### config.mk
export PLATFORM = sky130hd
export DESIGN_NAME = demux_scan_sequencer
export DESIGN_NICKNAME = d
export VERILOG_FILES = /design/src/rtl/demux_pkg.sv /design/src/rtl/demux_next_ch.sv /design/src/rtl/demux_scan_sequencer.sv
export SDC_FILE = /design/constraint.sdc
export NUM_CORES = 1
export LEC_CHECK = 0
export BUFFER_PORTS_ARGS = -buffer_cell sky130_fd_sc_hd__buf_2
export CORE_ASPECT_RATIO = 1.75
export CORE_MARGIN = 2
export CORE_UTILIZATION = 56
export DETAILED_ROUTE_END_ITERATION = 10
export GPL_TIMING_DRIVEN = 0
export PLACE_DENSITY_LB_ADDON = 0.08
export SYNTH_ARGS = -nofsm -noshare
export SYNTH_HDL_FRONTEND = slang
export SYNTH_HIERARCHICAL = 1
export SYNTH_SLANG_ARGS = --single-unit
### constraint.sdc
create_clock -name clk -period 3.4 [get_ports clk]
set_input_delay 0.68 -clock clk [delete_from_list [all_inputs] [get_ports clk]]
set_output_delay 0.68 -clock clk [all_outputs]
set_load 0.005 [all_outputs]
### src/rtl/demux_pkg.sv
// demux_pkg: shared sizing and FSM state type for the demux scan sequencer
`timescale 1ns/1ps
package demux_pkg;
  localparam int SEL_W_DEF = 3;
  localparam int N_CH_DEF = 2**SEL_W_DEF;
  typedef enum logic {IDLE, SCAN} state_t;
endpackage

### src/rtl/demux_next_ch.sv
// demux_next_ch: finds the lowest set mask bit at or after a start point
`timescale 1ns/1ps
module demux_next_ch #(
  parameter int SEL_W = 3,
  localparam int N_CH = 2**SEL_W
) (
  input  logic [N_CH-1:0]  mask,
  input  logic [SEL_W-1:0] idx,
  input  logic             first,
  output logic [SEL_W-1:0] nxt,
  output logic             found
);
  always_comb begin
    nxt = '0;
    found = 1'b0;
    for (int k = N_CH - 1; k >= 0; k--)
      if (mask[k] && (first || k > int'(idx))) begin
        nxt = k[SEL_W-1:0];
        found = 1'b1;
      end
  end
endmodule

### src/rtl/demux_scan_sequencer.sv
// demux_scan_sequencer: walks enabled channels of a captured word, presenting sel/bit for HOLD cycles each
`timescale 1ns/1ps
module demux_scan_sequencer
  import demux_pkg::*;
#(
  parameter int SEL_W = SEL_W_DEF,
  parameter int HOLD = 1,
  localparam int N_CH = 2**SEL_W
) (
  input  logic             clk,
  input  logic             rst_n,
  input  logic             in_valid,
  output logic             in_ready,
  input  logic [N_CH-1:0]  in_data,
  input  logic [N_CH-1:0]  in_mask,
  output logic [SEL_W-1:0] sel,
  output logic             bit_out,
  output logic             bit_valid,
  output logic             done
);
  state_t state;
  logic [N_CH-1:0] data_q, mask_q;
  logic [7:0] cnt;
  logic [SEL_W-1:0] nxt;
  logic found;
  assign in_ready = state == IDLE;
  // In IDLE the search covers the incoming mask from bit 0; in SCAN it looks strictly above sel
  demux_next_ch #(.SEL_W(SEL_W)) u_next (
    .mask(in_ready ? in_mask : mask_q),
    .idx(sel),
    .first(in_ready),
    .nxt(nxt),
    .found(found)
  );
  always_ff @(posedge clk or negedge rst_n) begin
    if (!rst_n) begin
      state <= IDLE;
      data_q <= '0;
      mask_q <= '0;
      cnt <= '0;
      sel <= '0;
      bit_out <= 1'b0;
      bit_valid <= 1'b0;
      done <= 1'b0;
    end else begin
      done <= 1'b0;
      if (state == IDLE) begin
        bit_valid <= 1'b0;
        bit_out <= 1'b0;
        if (in_valid) begin
          data_q <= in_data;
          mask_q <= in_mask;
          if (found) begin
            state <= SCAN;
            sel <= nxt;
            bit_out <= in_data[nxt];
            bit_valid <= 1'b1;
            cnt <= 8'd1;
          end else
            done <= 1'b1;
        end
      end else if (cnt < 8'(HOLD))
        cnt <= cnt + 8'd1;
      else if (found) begin
        sel <= nxt;
        bit_out <= data_q[nxt];
        cnt <= 8'd1;
      end else begin
        state <= IDLE;
        bit_valid <= 1'b0;
        bit_out <= 1'b0;
        done <= 1'b1;
      end
    end
  end
endmodule

# Word level (Yosys, flattened, before mapping)
# Cells that the tools add are included.
# W data, S select, Z words.
dict set report word_totals {
  ff_bits 31
  output_inout_bits 7
}
dict set report op_classes {
  addsub 1
  n_lt_le_gt_ge 9
  n_eq_ne 2
  mux 45
  n_bitwise 1
  n_reduce_logical 19
}
# operator count
set ops {}
lappend ops {{$mux W8} 5}
lappend ops {{$mux W3} 12}
lappend ops {{$mux W1} 26}
lappend ops {{$gt A3 B3 Y1 const A} 4}
lappend ops {{$add A8 B1 Y8 const B} 1}
lappend ops {{$logic_and A1 B1 Y1} 8}
lappend ops {{$lt A8 B1 Y1 const B} 1}
lappend ops {{$logic_or A1 B1 Y1} 7}
lappend ops {{$bmux W1 S3} 2}
lappend ops {{$gt A2 B3 Y1 const A} 2}
lappend ops {{$reduce_and A2 Y1} 3}
lappend ops {{$lt A3 B4 Y1 const B} 1}
lappend ops {{$ne A2 B2 Y1 const B} 2}
lappend ops {{$gt A1 B3 Y1 const A} 1}
lappend ops {{$reduce_bool A2 Y1} 1}
lappend ops {{$not A1 Y1} 1}

# Depth between registers and ports, before layout
# Gate-level depths: netlist of the first run.
dict set report logic_depth {
  depth_word 16
  ltp_mapped 11
}

# Modules after synthesis
# The synthesis of the first run kept the hierarchy.
# module instances cells_each area_each_um2
set modules_own_cells {}
lappend modules_own_cells {demux_scan_sequencer 1 139 1445.1}
lappend modules_own_cells {demux_next_ch 1 38 250.2}

# Worst setup path before layout of the first run
# No wires, ideal clock.
dict set report synth_path {
  kind {flip-flop to flip-flop}
  startpoint {register state}
  endpoint {register bit_out}
  setup_ns 0.087
  arrival_ns 2.697
  required_time_ns 3.313
  setup_slack_ns 0.617
  stages_incl_launch_ff 12
  n_path_buf 2
  path_cell_list {dfrtp_1 > buf_1 > mux2_2 > nor2b_1 > o22a_1 > a22oi_1 > o21ai_0 > buf_2 > mux4_2 > nor2b_1 > or4_1 > o211ai_1}
}
dict set report synth_between {
  elab_chain_len 16
  elab_cells_between_ends 43
}
# item line
set synth_lines {}
lappend synth_lines {{from (decl)} demux_scan_sequencer.sv:21} ;# state_t state;
lappend synth_lines {{from (signal assigned)} demux_scan_sequencer.sv:37} ;# state <= IDLE;
lappend synth_lines {{from (signal assigned)} demux_scan_sequencer.sv:54} ;# state <= SCAN;
lappend synth_lines {{from (signal assigned)} demux_scan_sequencer.sv:69} ;# state <= IDLE;
lappend synth_lines {{$not A1 Y1 (no line)} --}
lappend synth_lines {{$logic_or A1 B1 Y1} demux_next_ch.sv:17} ;# if (mask[k] && (first || k > int'(idx))) begin
lappend synth_lines {{$logic_and A1 B1 Y1} demux_next_ch.sv:17}
lappend synth_lines {{$mux W3 (7 in a row)} demux_next_ch.sv:17}
lappend synth_lines {{$mux W3 (*)} demux_next_ch.sv:17}
lappend synth_lines {{net nxt[0]} demux_scan_sequencer.sv:24} ;# logic [SEL_W-1:0] nxt;
lappend synth_lines {{$bmux W1 S3 (on tied branches)} {demux_scan_sequencer.sv:56, demux_scan_sequencer.sv:66}}
lappend synth_lines {{$mux W1 (on tied branches)} {demux_scan_sequencer.sv:56, demux_scan_sequencer.sv:66}}
lappend synth_lines {{$mux W1 (on tied branches)} {demux_scan_sequencer.sv:53, demux_scan_sequencer.sv:64}}
lappend synth_lines {{$mux W1 (on tied branches)} {demux_scan_sequencer.sv:50, demux_scan_sequencer.sv:62}}
lappend synth_lines {{$mux W1 (*)} demux_scan_sequencer.sv:47} ;# if (state == IDLE) begin
lappend synth_lines {{to (signal assigned)} demux_scan_sequencer.sv:56} ;# bit_out <= in_data[nxt];
lappend synth_lines {{to (signal assigned)} demux_scan_sequencer.sv:66} ;# bit_out <= data_q[nxt];
lappend synth_lines {{to (decl)} demux_scan_sequencer.sv:17} ;# output logic bit_out,
# Mark *: on every way through the listed nets, which the timed path passes. The rest lies on a longest branch. The select of a mux whose other input is x is not followed.
# A chain may end at the register's enable or synchronous reset.

# Worst setup path after layout of the first run
# Same ends and word-level chain as after synthesis.

==> flow_metrics.env, run 1 <==
export IMPL_wire_length_of_the_first_global_routing_pass_um=6060
export IMPL_worstSetupStartpointType="flip-flop"
export IMPL_clock_path_buffers=2
export IMPL_clock_skew_final_ps=4.42
export IMPL_power_density_mw_per_mm2=977
export IMPL_synth_lib_cells_used_distinct=42
export IMPL_grt_max_degree=32
export IMPL_clkLatencyLatePin_ps=280
export IMPL_worst_r2r_cell_count=11
export IMPL_commonest_non_fill_non_tap_cell_in_the_layout="sky130_fd_sc_hd__nand2_1"
export IMPL_floorplan_io_pins=26
export IMPL_synth_seq_area_share_pct=45.8
export IMPL_post_synth_cell_area_avg_um2=9.58
export IMPL_final_period_utilization_pct=91.4
export IMPL_syn_nets=198
export IMPL_synth_flop_cell="sky130_fd_sc_hd__dfrtp_1"
export IMPL_regToRegStartpoint="state$_DFF_PN0_"
export IMPL_layoutNonFillerInstCount=237
export IMPL_setup_slack_ps=292
export IMPL_min_path_type="in2async"
export IMPL_cts_hold_fix_buffers=0
export IMPL_final_min_clock_period_ps=3110
export IMPL_htreeDepth=2
export IMPL_die_height_um=76.8
export IMPL_tritoncts="built"
export IMPL_row_count=26
export IMPL_critPathMaxStageDelay_ps=490
export IMPL_finalWirelength_um=3480
export IMPL_port_buffers=25
export IMPL_via_per_inst=5.81
export IMPL_timing_final_max_slew_violations=0
export IMPL_postPlaceCellArea_mm2=0.00186
export IMPL_coreArea_mm2=0.00290
export IMPL_drt_iter0_drc=21
export IMPL_crit_top_cell="sky130_fd_sc_hd__nor2b_1"
export IMPL_initial_core_util_pct=58.6
export IMPL_data_required_critical_path_ps=3600
export IMPL_nNetsFinal=230
export IMPL_final_design_area_no_fill_mm2=0.00194
export IMPL_fillCellCount=245
export IMPL_cts_root_buffer="sky130_fd_sc_hd__clkbuf_8"
export IMPL_endpoint_kind="flip-flop"
export IMPL_synthArstFlopShare_pct=100
export IMPL_cts_sinks=31
export IMPL_final_cell_mix="sky130_fd_sc_hd__nand2_1, sky130_fd_sc_hd__dfrtp_1, sky130_fd_sc_hd__buf_2"
export IMPL_synthesis_yosys_warnings=6
export IMPL_grt_overflow=0
export IMPL_syn2layout_area_growth_pct=14.6
export IMPL_max_slew_worst_pin_slew_ps=675
export IMPL_path_max_fanout=10
export IMPL_diodes=0
export IMPL_result_of_the_run="completed"
export IMPL_gr_usage_all_layers_pct=23.4
export IMPL_setup_violations=0
export IMPL_crit_chain="buf_1 -> mux2_2 -> nor2b_1 -> o22a_1 -> a22oi_1 -> o21ai_0 -> buf_2 -> mux4_2 -> nor2b_1 -> or4_1 -> o211ai_1"
export IMPL_timing_hold_violations_final=0
export IMPL_cap_violations=0
export IMPL_detail_route_drc_violations=0
export IMPL_tns_ps=0
export IMPL_cp_slowest_cell="sky130_fd_sc_hd__or4_1"
export IMPL_drt_first_pass_iters=4
export IMPL_rsz_0062_raised_after_global_routing="no"
export IMPL_synthesis_instances=177
export IMPL_placed_cells=230
export IMPL_die_area_mm2=0.00350
export IMPL_achievable_frequency_mhz=322
export IMPL_cts_setup_buffers=0
export IMPL_timing_slew_headroom_pct=55.0
export IMPL_cts_buffers=5
export IMPL_gp_routability_congestion=0.750
export IMPL_layout_drive_gt1_share_pct=28.2
export IMPL_synthesis_area_mm2=0.00170
export IMPL_setup_worst_path_class="reg2reg"
export IMPL_synth_seq_cells=31
export IMPL_worstReg2RegEnd="bit_out$_DFFE_PN0P_"
export IMPL_reg2reg_setup_slack_ps=290
export IMPL_power_static_leakage_uw=0.000973
export IMPL_detail_route_antenna_nets=0
export IMPL_dpl_worst_slack_ps=320
export IMPL_wl_per_cell_um=14.7
export IMPL_number_of_antenna_violations_at_the_first_check_in_global_routing=0
export IMPL_cts_repair_resized=0
export IMPL_ir_drop_uv=613
export IMPL_die_w_um=45.6
export IMPL_clock_pin_slew_of_the_registers_on_the_worst_case_setup_and_hold_paths_ps=60
export IMPL_power_uw=1900
export IMPL_post_dp_hpwl_um=2640
export IMPL_arrival_ps=3310
export IMPL_number_of_enable_type_register_cells_in_the_synthesized_netlist=0
export IMPL_vias_in_the_first_global_route=1408
export IMPL_via_count=1377
==> power by group <==
group	leakage [µW]	internal, µW	switching [µW]
logic	0.000534	507	528
clock network	0.0000470	158	126
registers	0.000392	500	79.8
total	0.000973	1160	734
==> final cells by class <==
type	count	area (µm²)	share of cell area (%)
Inverter	4	15.0	0.773
Buffer	8	41.3	2.12
Clock inverter	1	5.00	0.258
Clock buffer	6	82.6	4.25
Sequential cell	31	776	39.9
Timing Repair Buffer	25	125	6.44
Tap cell	28	35.0	1.80
Multi-Input combinational cell	134	863	44.4
==> worst max-delay path by stage <==
| stage | start | endpoint | slack, ps | depth (start not counted) |
|---|---|---|---|---|
| final | state$_DFF_PN0_ | bit_out$_DFFE_PN0P_ | 290 | 11 |
| after global routing | state$_DFF_PN0_ | bit_out$_DFFE_PN0P_ | 130 | 11 |
| after CTS | state$_DFF_PN0_ | bit_out$_DFFE_PN0P_ | 310 | 11 |
| after detailed placement | state$_DFF_PN0_ | bit_out$_DFFE_PN0P_ | 320 | 11 |
| after global placement | state$_DFF_PN0_ | bit_out$_DFFE_PN0P_ | 360 | 11 |
| after floorplan | state$_DFF_PN0_ | bit_out$_DFFE_PN0P_ | 620 | 11 |
==> state kept, by name, indices dropped and copies added (netlist names) <==
register   cells
cnt            8
data_q         8
mask_q         8
sel            3
bit_out        1
bit_valid      1
done           1
state          1
==> routing by layer <==
metal	vias to the layer above	share of wire (%)	global-route usage, %	wire, µm
li1	663	-	-	-
met1	676	39	26.3	1360
met2	30	55	38.3	1910
met3	8	3.7	6.82	129
met4	0	2.2	11.5	78
met5	-	0	0	0
==> synth_stat cells (2+ instances only) <==
library cell | number | share of area (%)
sky130_fd_sc_hd__ha_1 | 2 | 1.5
sky130_fd_sc_hd__nor3_1 | 2 | 0.59
sky130_fd_sc_hd__inv_1 | 4 | 0.89
sky130_fd_sc_hd__nand2_1 | 56 | 12
sky130_fd_sc_hd__nand4_1 | 2 | 0.74
sky130_fd_sc_hd__mux2i_1 | 4 | 2.4
sky130_fd_sc_hd__nor2_1 | 6 | 1.3
sky130_fd_sc_hd__nor2b_1 | 6 | 2.2
sky130_fd_sc_hd__o211ai_1 | 2 | 0.89
sky130_fd_sc_hd__o21ai_0 | 5 | 1.5
sky130_fd_sc_hd__o22a_1 | 3 | 1.6
sky130_fd_sc_hd__clkbuf_1 | 2 | 0.44
sky130_fd_sc_hd__mux2_2 | 13 | 8.6
sky130_fd_sc_hd__buf_1 | 2 | 0.44
sky130_fd_sc_hd__and2_1 | 4 | 1.5
sky130_fd_sc_hd__dfrtp_1 | 31 | 46
sky130_fd_sc_hd__mux4_2 | 2 | 2.7
sky130_fd_sc_hd__nand2b_1 | 2 | 0.74
sky130_fd_sc_hd__buf_2 | 2 | 0.59
sky130_fd_sc_hd__a21oi_1 | 3 | 0.89
sky130_fd_sc_hd__nor3b_1 | 2 | 0.89
sky130_fd_sc_hd__o21ai_1 | 2 | 0.59
==> worst max-delay path, delay by kind of cell, from the launching register on <==
family          cells  cell delay [ps]
compound gates      4              580
buf+inv             2              620
flops               1              380
mux                 2              780
simple gates        3              670
==> stage by stage <==
stage,hold slack [ps],util (%)
final,432,67.1
after global routing,483,67.1
after CTS,452,67.1
after detailed placement,458,64.1
after global placement,452,64.1
after floorplan,384,-
==> logic make-up (layout without fill, tap and decap cells) <==
| group | after synthesis | count (layout) | share of synthesized area [%] |
|---|---|---|---|
| buffers and inverters | 12 | 44 | 3.32 |
| AO/OA/AOI/OAI | 21 | 21 | 8.41 |
| flip-flops | 31 | 31 | 45.8 |
| multiplexers | 19 | 19 | 13.7 |
| AND/OR/NAND/NOR | 92 | 92 | 27.4 |
| adder cells (fa/ha/maj) | 2 | 2 | 1.48 |
(Power assumes the default switching activity.)
==> run 2, diff against run 1 <==
RECOVER_POWER = 100   (was unset)
==> run 2 against run 1 <==
Against the previous run: critical path type unchanged; highest routed layer unchanged; critical endpoint unchanged; final area down 0.39%; register-to-register slack about the same; largest cell class unchanged; the flow now finishes with violations (max-capacitance violations, max-slew violations); count of clock-buffer cells in the layout unchanged; critical path depth is the same; largest power group unchanged; total power is 0.30% lower.
==> flow_metrics.env, run 2 (synthesized netlist as in run 1, its figures left out) <==
export IMPL_path_max_fanout=10
export IMPL_wire_length_of_the_first_global_routing_pass_um=6060
export IMPL_detail_route_drc_violations=0
export IMPL_drt_iter0_drc=24
export IMPL_cp_slowest_cell="sky130_fd_sc_hd__or4_1"
export IMPL_endpoint_kind="flip-flop"
export IMPL_detail_route_antenna_nets=0
export IMPL_tns_ps=0
export IMPL_clock_path_buffers=2
export IMPL_htreeDepth=2
export IMPL_max_slew_worst_pin_slew_ps=1620
export IMPL_grt_overflow=0
export IMPL_nNetsFinal=230
export IMPL_post_dp_hpwl_um=2640
export IMPL_final_min_clock_period_ps=3120
export IMPL_cts_buffers=5
export IMPL_drt_first_pass_iters=4
export IMPL_rsz_0062_raised_after_global_routing="no"
export IMPL_p_sw_uw=738
export IMPL_gr_usage_all_layers_pct=23.4
export IMPL_via_count=1374
export IMPL_sequentialPowerShare_pct=30.6
export IMPL_layout_drive_gt1_share_pct=24.4
export IMPL_cap_violations=1
export IMPL_die_area_mm2=0.00350
export IMPL_reg2reg_setup_slack_ps=280
export IMPL_die_w_um=45.6
export IMPL_power_density_mw_per_mm2=978
export IMPL_clock_skew_final_ps=6.09
export IMPL_grt_met1_usage_pct=26.3
export IMPL_violated_checks="max-capacitance violations, max-slew violations"
export IMPL_setup_violations=0
export IMPL_cts_repair_resized=0
export IMPL_crit_chain="clkbuf_1 -> mux2_1 -> nor2b_1 -> o22a_1 -> a22oi_1 -> o21ai_0 -> buf_2 -> mux4_2 -> nor2b_1 -> or4_1 -> o211ai_1"
export IMPL_port_buffers=25
export IMPL_arrival_ps=3320
export IMPL_clkLatencyLatePin_ps=280
export IMPL_worst_r2r_cell_count=11
export IMPL_timing_final_max_slew_violations=32
export IMPL_crit_top_cell="sky130_fd_sc_hd__nor2b_1"
export IMPL_use_met2_pct=38.3
export IMPL_worstSetupStartpointType="flip-flop"
export IMPL_vias_in_the_first_global_route=1408
export IMPL_whs_path_depth=2
export IMPL_ir_drop_uv=615
export IMPL_die_height_um=76.8
export IMPL_p_clk_share_pct=15.2
export IMPL_syn2layout_area_growth_pct=14.2
export IMPL_power_static_leakage_uw=0.000957
export IMPL_row_count=26
export IMPL_wl_per_cell_um=14.8
export IMPL_min_path_type="reg2reg"
export IMPL_cp_buf_inv_count=2
export IMPL_setup_worst_path_class="reg2reg"
export IMPL_tritoncts="built"
export IMPL_timing_critical_path_depth=11
export IMPL_number_of_antenna_violations_at_the_first_check_in_global_routing=0
export IMPL_layout_top_registers="cnt x8, data_q x8, mask_q x8"
export IMPL_grt_max_degree=32
export IMPL_via_per_inst=5.80
export IMPL_data_required_critical_path_ps=3600
export IMPL_cts_hold_fix_buffers=0
export IMPL_result_of_the_run="finished with violations"
export IMPL_proportion_of_power_drawn_by_combinational_gates_pct=54.2
export IMPL_diodes=0
export IMPL_holdWs_ps=471
export IMPL_cts_setup_buffers=0
export IMPL_gp_routability_congestion=0.750
export IMPL_achievable_frequency_mhz=320
export IMPL_timing_hold_violations_final=0
export IMPL_cts_root_buffer="sky130_fd_sc_hd__clkbuf_8"
export IMPL_clock_pin_slew_of_the_registers_on_the_worst_case_setup_and_hold_paths_ps=60
export IMPL_cts_sinks=31
export IMPL_crit_family="multiplexers"
export IMPL_globalRouteMet3Util_pct=6.82
export IMPL_timing_slew_headroom_pct=-8.19
export IMPL_coreArea_mm2=0.00290
export IMPL_final_period_utilization_pct=91.8
export IMPL_globalRoute_busiestLayer="met2"
export IMPL_intPower_uw=1160
export IMPL_final_cell_mix="sky130_fd_sc_hd__nand2_1, sky130_fd_sc_hd__dfrtp_1, sky130_fd_sc_hd__buf_2"
export IMPL_initial_core_util_pct=58.6
export IMPL_commonest_non_fill_non_tap_cell_in_the_layout="sky130_fd_sc_hd__nand2_1"
export IMPL_floorplan_io_pins=26
export IMPL_finalWirelength_um=3500
export IMPL_critPathMaxStageDelay_ps=490
export IMPL_p_sw_share_pct=39.0
## run 2: routing by layer
layer  vias up  routed length, µm
met1       669               1400
li1        661                  -
met2        36               1880
met3         8                148
met4         0                 78
met5         -                  0
## run 2: tightest hold or removal path: cells and delay by family (launching register included)
kind	cells	cell delay [ps]
DFF	1	340
and+or+nand+nor	2	100
## run 2: per-stage QoR
stage | instances | cell area, µm² | power, µW | setup WS (ps) | util [%]
2_1_floorplan | 177 | 1700 | 1380 | 617 | -
3_3_place_gp | 230 | 1860 | 1570 | 364 | 64.1
3_5_place_dp | 230 | 1860 | 1620 | 320 | 64.1
4_1_cts | 237 | 1940 | 1910 | 311 | 67.1
5_1_grt | 237 | 1940 | 2050 | 107 | 66.9
6_report | 237 | 1940 | 1890 | 278 | 66.9
## run 2: cell type report
class	count	area, µm²
Clock inverter	1	5.00
Sequential cell	31	776
Fill cell	248	960
Multi-Input combinational cell	134	861
Tap cell	28	35.0
Clock buffer	6	82.6
Inverter	4	15.0
Buffer	8	41.3
Timing Repair Buffer	25	120
## run 2: power by group through the flow
stage,Combinational (µW),Sequential (µW),Clock (µW)
after global routing,1140,596,312
after floorplan,815,569,0
after CTS,1040,580,294
after detailed placement,1040,585,0
after global placement,994,576,0
final,1030,580,288
## run 2: path summary, 6_finish.rpt
path                                       start                     to
setup / recovery                 state$_DFF_PN0_    bit_out$_DFFE_PN0P_
hold / removal             data_q[6]$_DFFE_PN0P_  data_q[6]$_DFFE_PN0P_
setup reg to reg                 state$_DFF_PN0_    bit_out$_DFFE_PN0P_
hold reg to reg            data_q[6]$_DFFE_PN0P_  data_q[6]$_DFFE_PN0P_
max in group asynchronous                  rst_n  mask_q[6]$_DFFE_PN0P_
min in group asynchronous                  rst_n     cnt[5]$_DFFE_PN0P_
